File: src/rtl/alu_pkg.sv
// Shared opcode encodings and the flag bundle used by the ALU core and its pipeline.
package alu_pkg;

  localparam logic [5:0] OP_ADD = 6'b100000;
  localparam logic [5:0] OP_SUB = 6'b100010;
  localparam logic [5:0] OP_AND = 6'b100100;
  localparam logic [5:0] OP_OR  = 6'b100101;
  localparam logic [5:0] OP_XOR = 6'b100110;
  localparam logic [5:0] OP_NOR = 6'b100111;
  localparam logic [5:0] OP_SRA = 6'b000011;
  localparam logic [5:0] OP_SRL = 6'b000010;
  localparam logic [5:0] OP_SLL = 6'b000000;

  typedef struct packed {
    logic zero;
    logic neg;
    logic carry;
    logic ovf;
    logic err;
  } alu_flags_t;

endpackage

File: src/rtl/alu_core.sv
// Combinational ALU: opcode decode, result and flags for one operand set.
module alu_core
  import alu_pkg::*;
#(
  parameter int NB_DATA   = 8,
  parameter int NB_OPCODE = 6,
  parameter int NB_SHAMT  = $clog2(NB_DATA)
) (
  input  logic [NB_DATA-1:0]   dato_a_i,
  input  logic [NB_DATA-1:0]   dato_b_i,
  input  logic [NB_OPCODE-1:0] opcode_i,
  output logic [NB_DATA-1:0]   result_o,
  output alu_flags_t           flags_o
);

  localparam int MSB = NB_DATA - 1;

  logic [NB_DATA:0]    sum;
  logic [NB_SHAMT-1:0] shamt;
  logic [NB_DATA-1:0]  result;
  logic                carry;
  logic                ovf;
  logic                err;

  // NOTE: every signal driven here gets a default first, so no path leaves one unassigned and no latch is inferred.
  always_comb begin
    sum    = '0;
    result = '0;
    carry  = 1'b0;
    ovf    = 1'b0;
    err    = 1'b0;
    shamt  = dato_b_i[NB_SHAMT-1:0];
    case (opcode_i)
      NB_OPCODE'(OP_ADD): begin
        sum    = {1'b0, dato_a_i} + {1'b0, dato_b_i};
        result = sum[MSB:0];
        carry  = sum[NB_DATA];
        ovf    = (dato_a_i[MSB] == dato_b_i[MSB]) && (result[MSB] != dato_a_i[MSB]);
      end
      NB_OPCODE'(OP_SUB): begin
        // Extra MSB of the widened difference is the unsigned borrow.
        sum    = {1'b0, dato_a_i} - {1'b0, dato_b_i};
        result = sum[MSB:0];
        carry  = sum[NB_DATA];
        ovf    = (dato_a_i[MSB] != dato_b_i[MSB]) && (result[MSB] != dato_a_i[MSB]);
      end
      NB_OPCODE'(OP_AND): result = dato_a_i & dato_b_i;
      NB_OPCODE'(OP_OR):  result = dato_a_i | dato_b_i;
      NB_OPCODE'(OP_XOR): result = dato_a_i ^ dato_b_i;
      NB_OPCODE'(OP_NOR): result = ~(dato_a_i | dato_b_i);
      NB_OPCODE'(OP_SRA): result = $unsigned($signed(dato_a_i) >>> shamt);
      NB_OPCODE'(OP_SRL): result = dato_a_i >> shamt;
      NB_OPCODE'(OP_SLL): result = dato_a_i << shamt;
      default:            err    = 1'b1;
    endcase
  end

  assign result_o      = result;
  assign flags_o.zero  = (result == '0);
  assign flags_o.neg   = result[MSB];
  assign flags_o.carry = carry;
  assign flags_o.ovf   = ovf;
  assign flags_o.err   = err;

endmodule

File: src/rtl/alu_pipe.sv
// Two-stage pipelined ALU: S1 holds operands, S2 holds result and flags, valid/ready on both sides.
module alu_pipe
  import alu_pkg::*;
#(
  parameter int NB_DATA   = 8,
  parameter int NB_OPCODE = 6,
  parameter int NB_SHAMT  = $clog2(NB_DATA)
) (
  input  logic                 clk,
  input  logic                 reset,
  input  logic                 in_valid,
  output logic                 in_ready,
  input  logic [NB_DATA-1:0]   dato_a,
  input  logic [NB_DATA-1:0]   dato_b,
  input  logic [NB_OPCODE-1:0] opcode,
  output logic                 out_valid,
  input  logic                 out_ready,
  output logic [NB_DATA-1:0]   out,
  output logic                 flag_zero,
  output logic                 flag_neg,
  output logic                 flag_carry,
  output logic                 flag_ovf,
  output logic                 err_opcode
);

  logic                 s1_valid_q, s1_valid_d;
  logic [NB_DATA-1:0]   s1_a_q, s1_a_d;
  logic [NB_DATA-1:0]   s1_b_q, s1_b_d;
  logic [NB_OPCODE-1:0] s1_op_q, s1_op_d;
  logic                 s2_valid_q, s2_valid_d;
  logic [NB_DATA-1:0]   s2_res_q, s2_res_d;
  alu_flags_t           s2_flags_q, s2_flags_d;

  logic [NB_DATA-1:0]   core_res;
  alu_flags_t           core_flags;
  logic                 s2_load;
  logic                 s1_load;

  alu_core #(
    .NB_DATA   (NB_DATA),
    .NB_OPCODE (NB_OPCODE),
    .NB_SHAMT  (NB_SHAMT)
  ) u_core (
    .dato_a_i (s1_a_q),
    .dato_b_i (s1_b_q),
    .opcode_i (s1_op_q),
    .result_o (core_res),
    .flags_o  (core_flags)
  );

  // Ready ripples combinationally from out_ready back to in_ready; no skid buffer.
  assign s2_load  = !s2_valid_q || out_ready;
  assign s1_load  = !s1_valid_q || s2_load;
  assign in_ready = s1_load;

  always_comb begin
    s1_valid_d = s1_valid_q;
    s1_a_d     = s1_a_q;
    s1_b_d     = s1_b_q;
    s1_op_d    = s1_op_q;
    s2_valid_d = s2_valid_q;
    s2_res_d   = s2_res_q;
    s2_flags_d = s2_flags_q;
    if (s1_load) begin
      s1_valid_d = in_valid;
      if (in_valid) begin
        s1_a_d  = dato_a;
        s1_b_d  = dato_b;
        s1_op_d = opcode;
      end
    end
    if (s2_load) begin
      s2_valid_d = s1_valid_q;
      if (s1_valid_q) begin
        s2_res_d   = core_res;
        s2_flags_d = core_flags;
      end
    end
  end

  // NOTE: state registers use non-blocking assignments; the payload is reset too so out and flags read 0 after reset.
  always_ff @(posedge clk or posedge reset) begin
    if (reset) begin
      s1_valid_q <= 1'b0;
      s1_a_q     <= '0;
      s1_b_q     <= '0;
      s1_op_q    <= '0;
      s2_valid_q <= 1'b0;
      s2_res_q   <= '0;
      s2_flags_q <= '0;
    end else begin
      s1_valid_q <= s1_valid_d;
      s1_a_q     <= s1_a_d;
      s1_b_q     <= s1_b_d;
      s1_op_q    <= s1_op_d;
      s2_valid_q <= s2_valid_d;
      s2_res_q   <= s2_res_d;
      s2_flags_q <= s2_flags_d;
    end
  end

  assign out_valid  = s2_valid_q;
  assign out        = s2_res_q;
  assign flag_zero  = s2_flags_q.zero;
  assign flag_neg   = s2_flags_q.neg;
  assign flag_carry = s2_flags_q.carry;
  assign flag_ovf   = s2_flags_q.ovf;
  assign err_opcode = s2_flags_q.err;

endmodule

File: config.mk
export PLATFORM = sky130hd
export DESIGN_NAME = alu_pipe
export DESIGN_NICKNAME = d
export VERILOG_FILES = /design/src/rtl/alu_pkg.sv /design/src/rtl/alu_core.sv /design/src/rtl/alu_pipe.sv
export SDC_FILE = /design/constraint.sdc
export NUM_CORES = 1
export LEC_CHECK = 0
export ABC_AREA = 1
export CORE_UTILIZATION = 40
export CTS_CLUSTER_DIAMETER = 30
export DETAILED_ROUTE_END_ITERATION = 8
export SETUP_SLACK_MARGIN = 0.1
export SYNTH_ARGS = -nofsm -noshare
export SYNTH_HDL_FRONTEND = slang
export SYNTH_SLANG_ARGS = --single-unit
File: constraint.sdc
create_clock -name clk -period 6.1 [get_ports clk]
set_clock_uncertainty 0.05 [all_clocks]
set_input_delay 0.61 -clock clk [delete_from_list [all_inputs] [get_ports clk]]
set_output_delay 0.61 -clock clk [all_outputs]
set_load 0.03 [all_outputs]
* Word level (Yosys, flattened, before mapping)
Index checks and enable logic that the tools add are counted.
** Word-level totals
- Register bits :: 37
- Bits in latches :: 0
- Memory bits (writable) :: 0
- ROM bits :: 0
- Input bits :: 26
- Output and inout bits :: 15
- Word-level logic and storage cells :: 47
- Memories :: 0
** Cells by class
- Add/sub/neg operators :: 2
- $mul :: 0
- Divide/modulo/power cells :: 0
- Magnitude comparators :: 0
- Eq/ne operators :: 12
- Shift operators :: 3
- Mux-type cells :: 4
- Bitwise operators :: 4
- Reductions and logical operators :: 11
** Operators with widths (number)
- $pmux W8 S9 :: 1
- $eq A6 B6 Y1 const B :: 6
- $eq A6 B2 Y1 const B :: 2
- $add A8 B8 Y9 :: 1
- $reduce_or A9 Y1 :: 1
- $sub A8 B8 Y9 :: 1
- $and A8 B8 Y8 :: 1
- $logic_not A8 Y1 :: 1
- $not A8 Y8 :: 1
- $or A8 B8 Y8 :: 1
- $shl A8 B3 Y8 :: 1
- $shr A8 B3 Y8 :: 1
- $sshr A8 B3 Y8 :: 1
- $xor A8 B8 Y8 :: 1
- $logic_not A6 Y1 :: 1
- $pmux W1 S2 :: 2
- $reduce_and A2 Y1 :: 2
- $ne A1 B1 Y1 :: 3
- $logic_and A1 B1 Y1 :: 2
- $logic_not A1 Y1 :: 2
- $logic_or A1 B1 Y1 :: 2
- $eq A1 B1 Y1 :: 1
- $mux W1 :: 1

* Logic depth before layout (Yosys ltp)
- Word-level depth :: 4
- Depth in mapped cells :: 15

* Modules after synthesis
A second synthesis with hierarchy kept.
** Unflattened totals
- Cell total of the unflattened synthesis :: 565
- Area total of the unflattened synthesis :: 3509.6 µm²
** By module, submodules not included
- alu_core :: times used 1, cells each 406, area an instance 2052.0 µm², seq. area each 0.0 µm²
- alu_pipe :: times used 1, cells each 159, area an instance 1457.6 µm², seq. area each 925.9 µm²

* Worst setup path after synthesis
Ideal clock, no wire load.
- Path kind :: register to register
- Start point :: reg s1_b_q[1]
- End point :: reg s2_flags_q (netlist bit flag_zero)
- Arrival time :: 1.876 ns
- Slack :: 4.109 ns
- Stages on the path, launching flop included :: 15
- Buffers on the path :: 1
- Clock period less this slack :: 1.991 ns
- Path through :: dfrtp_1 -> inv_2 -> buf_2 -> ha_1 -> nor2_1 -> nand2_1 -> nand2_1 -> nand2_1 -> nand2_1 -> nand2_1 -> nand3_1 -> nand4_1 -> nor2_1 -> nand3_1 -> nand2_1
** Between the ends
- Cells in the longest elaborated chain, start to end :: 4
** RTL lines
- from (decl) :: RTL line alu_pipe.sv:28 : logic [NB_DATA-1:0] s1_b_q, s1_b_d;
- from (signal assigned) :: RTL line alu_pipe.sv:86 : s1_b_q <= '0;
- from (signal assigned) :: RTL line alu_pipe.sv:94 : s1_b_q <= s1_b_d;
- branches (longest 2 deep; another with $sub A8 B8 Y9)
- $pmux W8 S9 * :: RTL line alu_core.sv:33 : case (opcode_i)
- $logic_not A8 Y1 * :: RTL line alu_core.sv:59 : assign flags_o.zero = (result == '0);
- to (signal assigned) :: RTL line alu_pipe.sv:98 : s2_flags_q <= s2_flags_d;
- to (decl) :: RTL line alu_pipe.sv:32 : alu_flags_t s2_flags_q, s2_flags_d;
Every way passes the cells marked *.
A chain may end at the register's enable or synchronous reset.

* Worst setup path after layout
- Start point :: reg s1_b_q[2]
- End point :: reg s2_flags_q (netlist bit flag_zero)
Same word-level chain as after synthesis.

==> results.sh <==
export IMPL_status="finished, final reports clean"
export IMPL_slowest_delay_ns=0.57
export IMPL_drtIter0Drc=361
export IMPL_hold_path_class="reg -> reg"
export IMPL_power_leakage_nw=1.96
export IMPL_cts_hold_buf=0
export IMPL_worstMarginPinSlew_ns=0.617
export IMPL_worstSetupPathDepth=13
export IMPL_synth_common_cells="nand2_1 (153), nor2_1 (77), nand3_1 (72), inv_1 (53), a21oi_1 (39)"
export IMPL_synth_nets=574
export IMPL_clock_path_buffers=2
export IMPL_holdWs_ns=0.435
export IMPL_path_max_fanout=13
export IMPL_fin_nets=608
export IMPL_synth_top_area_frac=0.278
export IMPL_syn_inst=521
export IMPL_dp_hpwl_um=7970
export IMPL_yosys_warnings=0
export IMPL_grt_max_degree=46
export IMPL_vias_per_cell=5.34
export IMPL_grt_overflow=0
export IMPL_irDropWorstVdd_mv=0.123
export IMPL_drc=0
export IMPL_vias=3513
export IMPL_die_w_um=92.1
export IMPL_synth_top_cell_by_area="dfrtp_1"
export IMPL_hold_depth=2
export IMPL_fmax_mhz=381
export IMPL_htreeDepth=2
export IMPL_dieArea_mm2=0.00848
export IMPL_synth_ff_type="dfrtp_1"
export IMPL_cts_inserted_buffers=5
export IMPL_cap_violations=0
export IMPL_relSlewSlack=0.585
export IMPL_setup_viol=0
export IMPL_endpoint_kind="register"
export IMPL_ctsResizeCount=0
export IMPL_gp_congestion=0.944
export IMPL_drt_pass1_iter_count=5
export IMPL_clk_pin_slew_worst_paths_ns=0.08
export IMPL_wl_per_cell_um=15.4
export IMPL_antenna_found_initial=0
export IMPL_synth_avg_cell_area_um2=6.23
export IMPL_syn_area_mm2=0.00325
export IMPL_synth_most_common_cell="nand2_1"
export IMPL_io_buffers=40
export IMPL_placed_area_mm2=0.00371
export IMPL_cts_tree="built"
export IMPL_hold_viol_final=0
export IMPL_synth_cell_types=29
export IMPL_seq_area_frac_synth=0.278
export IMPL_drive_gt1_frac=0.0378
export IMPL_synth_edf_count=0
export IMPL_p_per_area_mw_per_mm2=271
export IMPL_num_rows=32
export IMPL_worstPathCellList="inv_1 -> ha_1 -> inv_1 -> a21oi_1 -> nand2_1 -> nand2_1 -> nand2_1 -> nand2_1 -> nand3_1 -> nand4_1 -> nor2_1 -> nand3_1 -> nand2_1"
export IMPL_clk_latency_ns=0.29
export IMPL_drv_slew=0
export IMPL_criticalPathCategory="reg -> reg"
export IMPL_synthTopCellsByArea="dfrtp_1 (28%), nand2_1 (18%), nand3_1 (11%)"
export IMPL_cts_setup_buffers=0
export IMPL_path_buf_inv=2
export IMPL_core_area_mm2=0.00777
export IMPL_final_cell_area_mm2=0.00384
export IMPL_cp_top_family="simple AND/OR/NAND/NOR gates"
export IMPL_worstPathRequired_ns=6.24
export IMPL_n_antenna_cell=0
export IMPL_reg2reg_depth=13
export IMPL_grt_pass1_wl_um=16200
export IMPL_crit_top_cell="nand2_1"
export IMPL_cts_root_buf="clkbuf_8"
export IMPL_r2r_slack_ns=3.47
export IMPL_fp_dieH_um=92.1
export IMPL_cts_sinks=36
export IMPL_grt_pass1_vias=3076
export IMPL_final_util=0.494
export IMPL_grt_total_usage=0.250
export IMPL_cpMaxStageDelayCell="dfrtp_1"
export IMPL_finalCritPeriodShare=0.431
export IMPL_min_period_ns=2.63
export IMPL_start_util=0.418
export IMPL_antenna_left=0
export IMPL_area_delta_synth_final_pct=18.3
export IMPL_fin_tns_setup_ns=0
export IMPL_rsz0062_at_grt="false"
export IMPL_cp_start_kind="register"
export IMPL_ys_seq_elements=36
export IMPL_synthArstFlopShare=1.00
export IMPL_wl_um=10200
export IMPL_arrival_ns=2.77
export IMPL_io_pins=41
==> flip-flops by register name, indices dropped and copies added (netlist names) <==
register,flops
err_opcode,1
flag_carry,1
flag_ovf,1
flag_zero,1
out,8
out_valid,1
s1_a_q,8
s1_b_q,8
s1_op_q,6
s1_valid_q,1
==> final timing paths <==
kind                                             from                     to
max in group asynchronous                       reset     out[4]$_DFFE_PP0P_
worst max-delay path            s1_b_q[2]$_DFFE_PP0P_  flag_zero$_DFFE_PP0P_
min in group asynchronous                       reset  s1_b_q[4]$_DFFE_PP0P_
worst max register to register  s1_b_q[2]$_DFFE_PP0P_  flag_zero$_DFFE_PP0P_
worst min-delay path            flag_zero$_DFFE_PP0P_  flag_zero$_DFFE_PP0P_
worst min register to register  flag_zero$_DFFE_PP0P_  flag_zero$_DFFE_PP0P_
==> worst min-delay path, stage by stage (launching register included) <==
cell and delay (ns):
dfrtp_1 0.35, nand2_1 0.05, nand2_1 0.05
==> cells by family (layout without fill, tap and decap cells) <==
kind of cell | Yosys count | count (layout) | share of synthesized area
simple gates | 320 | 320 | 0.413
buf+inv | 72 | 107 | 0.0902
compound gates | 64 | 64 | 0.105
flops | 36 | 36 | 0.278
fa+ha+maj | 27 | 27 | 0.109
xor+xnor | 2 | 2 | 0.00540
==> power by group <==
part	total [mW]	switching [mW]	leakage (nW)	internal (mW)
registers	0.324	0.0466	0.421	0.277
clock network	0.240	0.0952	0.0645	0.144
logic	0.477	0.312	1.48	0.164
==> cell type report <==
type                       count  area, µm²
clock buffer                   7       96.3
clock inverter                 1       30.0
fill                         848       3930
inverter                      56        210
multi-input combinational    413       2050
sequential                    36        901
tap                          102        128
timing repair buffer          43        423
==> cells in the final DEF, fill, tap and decap left out, drive strengths merged <==
cell type        n
a21o             1
a21oi           40
a31o             1
a31oi            2
buf              3
bufinv           1
clkbuf           7
clkdlybuf4s50   40
dfrtp           36
fa               2
ha              25
inv             56
nand2          154
nand3           72
nand3b           2
nand4            8
nor2            81
nor3             3
o211ai           1
o21ai           16
o21bai           1
o22ai            1
o31ai            1
xor2             2
==> per-stage QoR <==
| stage | setup WS (ns) | std cells | power [mW] |
|---|---|---|---|
| 2_1_floorplan | 4.11 | 521 | 0.652 |
| 3_3_place_gp | 3.54 | 650 | 0.794 |
| 3_5_place_dp | 3.51 | 650 | 0.797 |
| 4_1_cts | 3.51 | 658 | 1.04 |
| 5_1_grt | 3.18 | 658 | 1.11 |
| 6_report | 3.47 | 658 | 1.04 |
==> layer usage <==
metal / track usage / vias to the layer above / wire length [µm]
li1: - / 1737 / -
met1: 0.363 / 1611 / 4730
met2: 0.383 / 149 / 4480
met3: 0.0340 / 16 / 702
met4: 0.0755 / 0 / 236
met5: 0 / - / 0
Note: power is estimated with default switching activity, not from simulation.
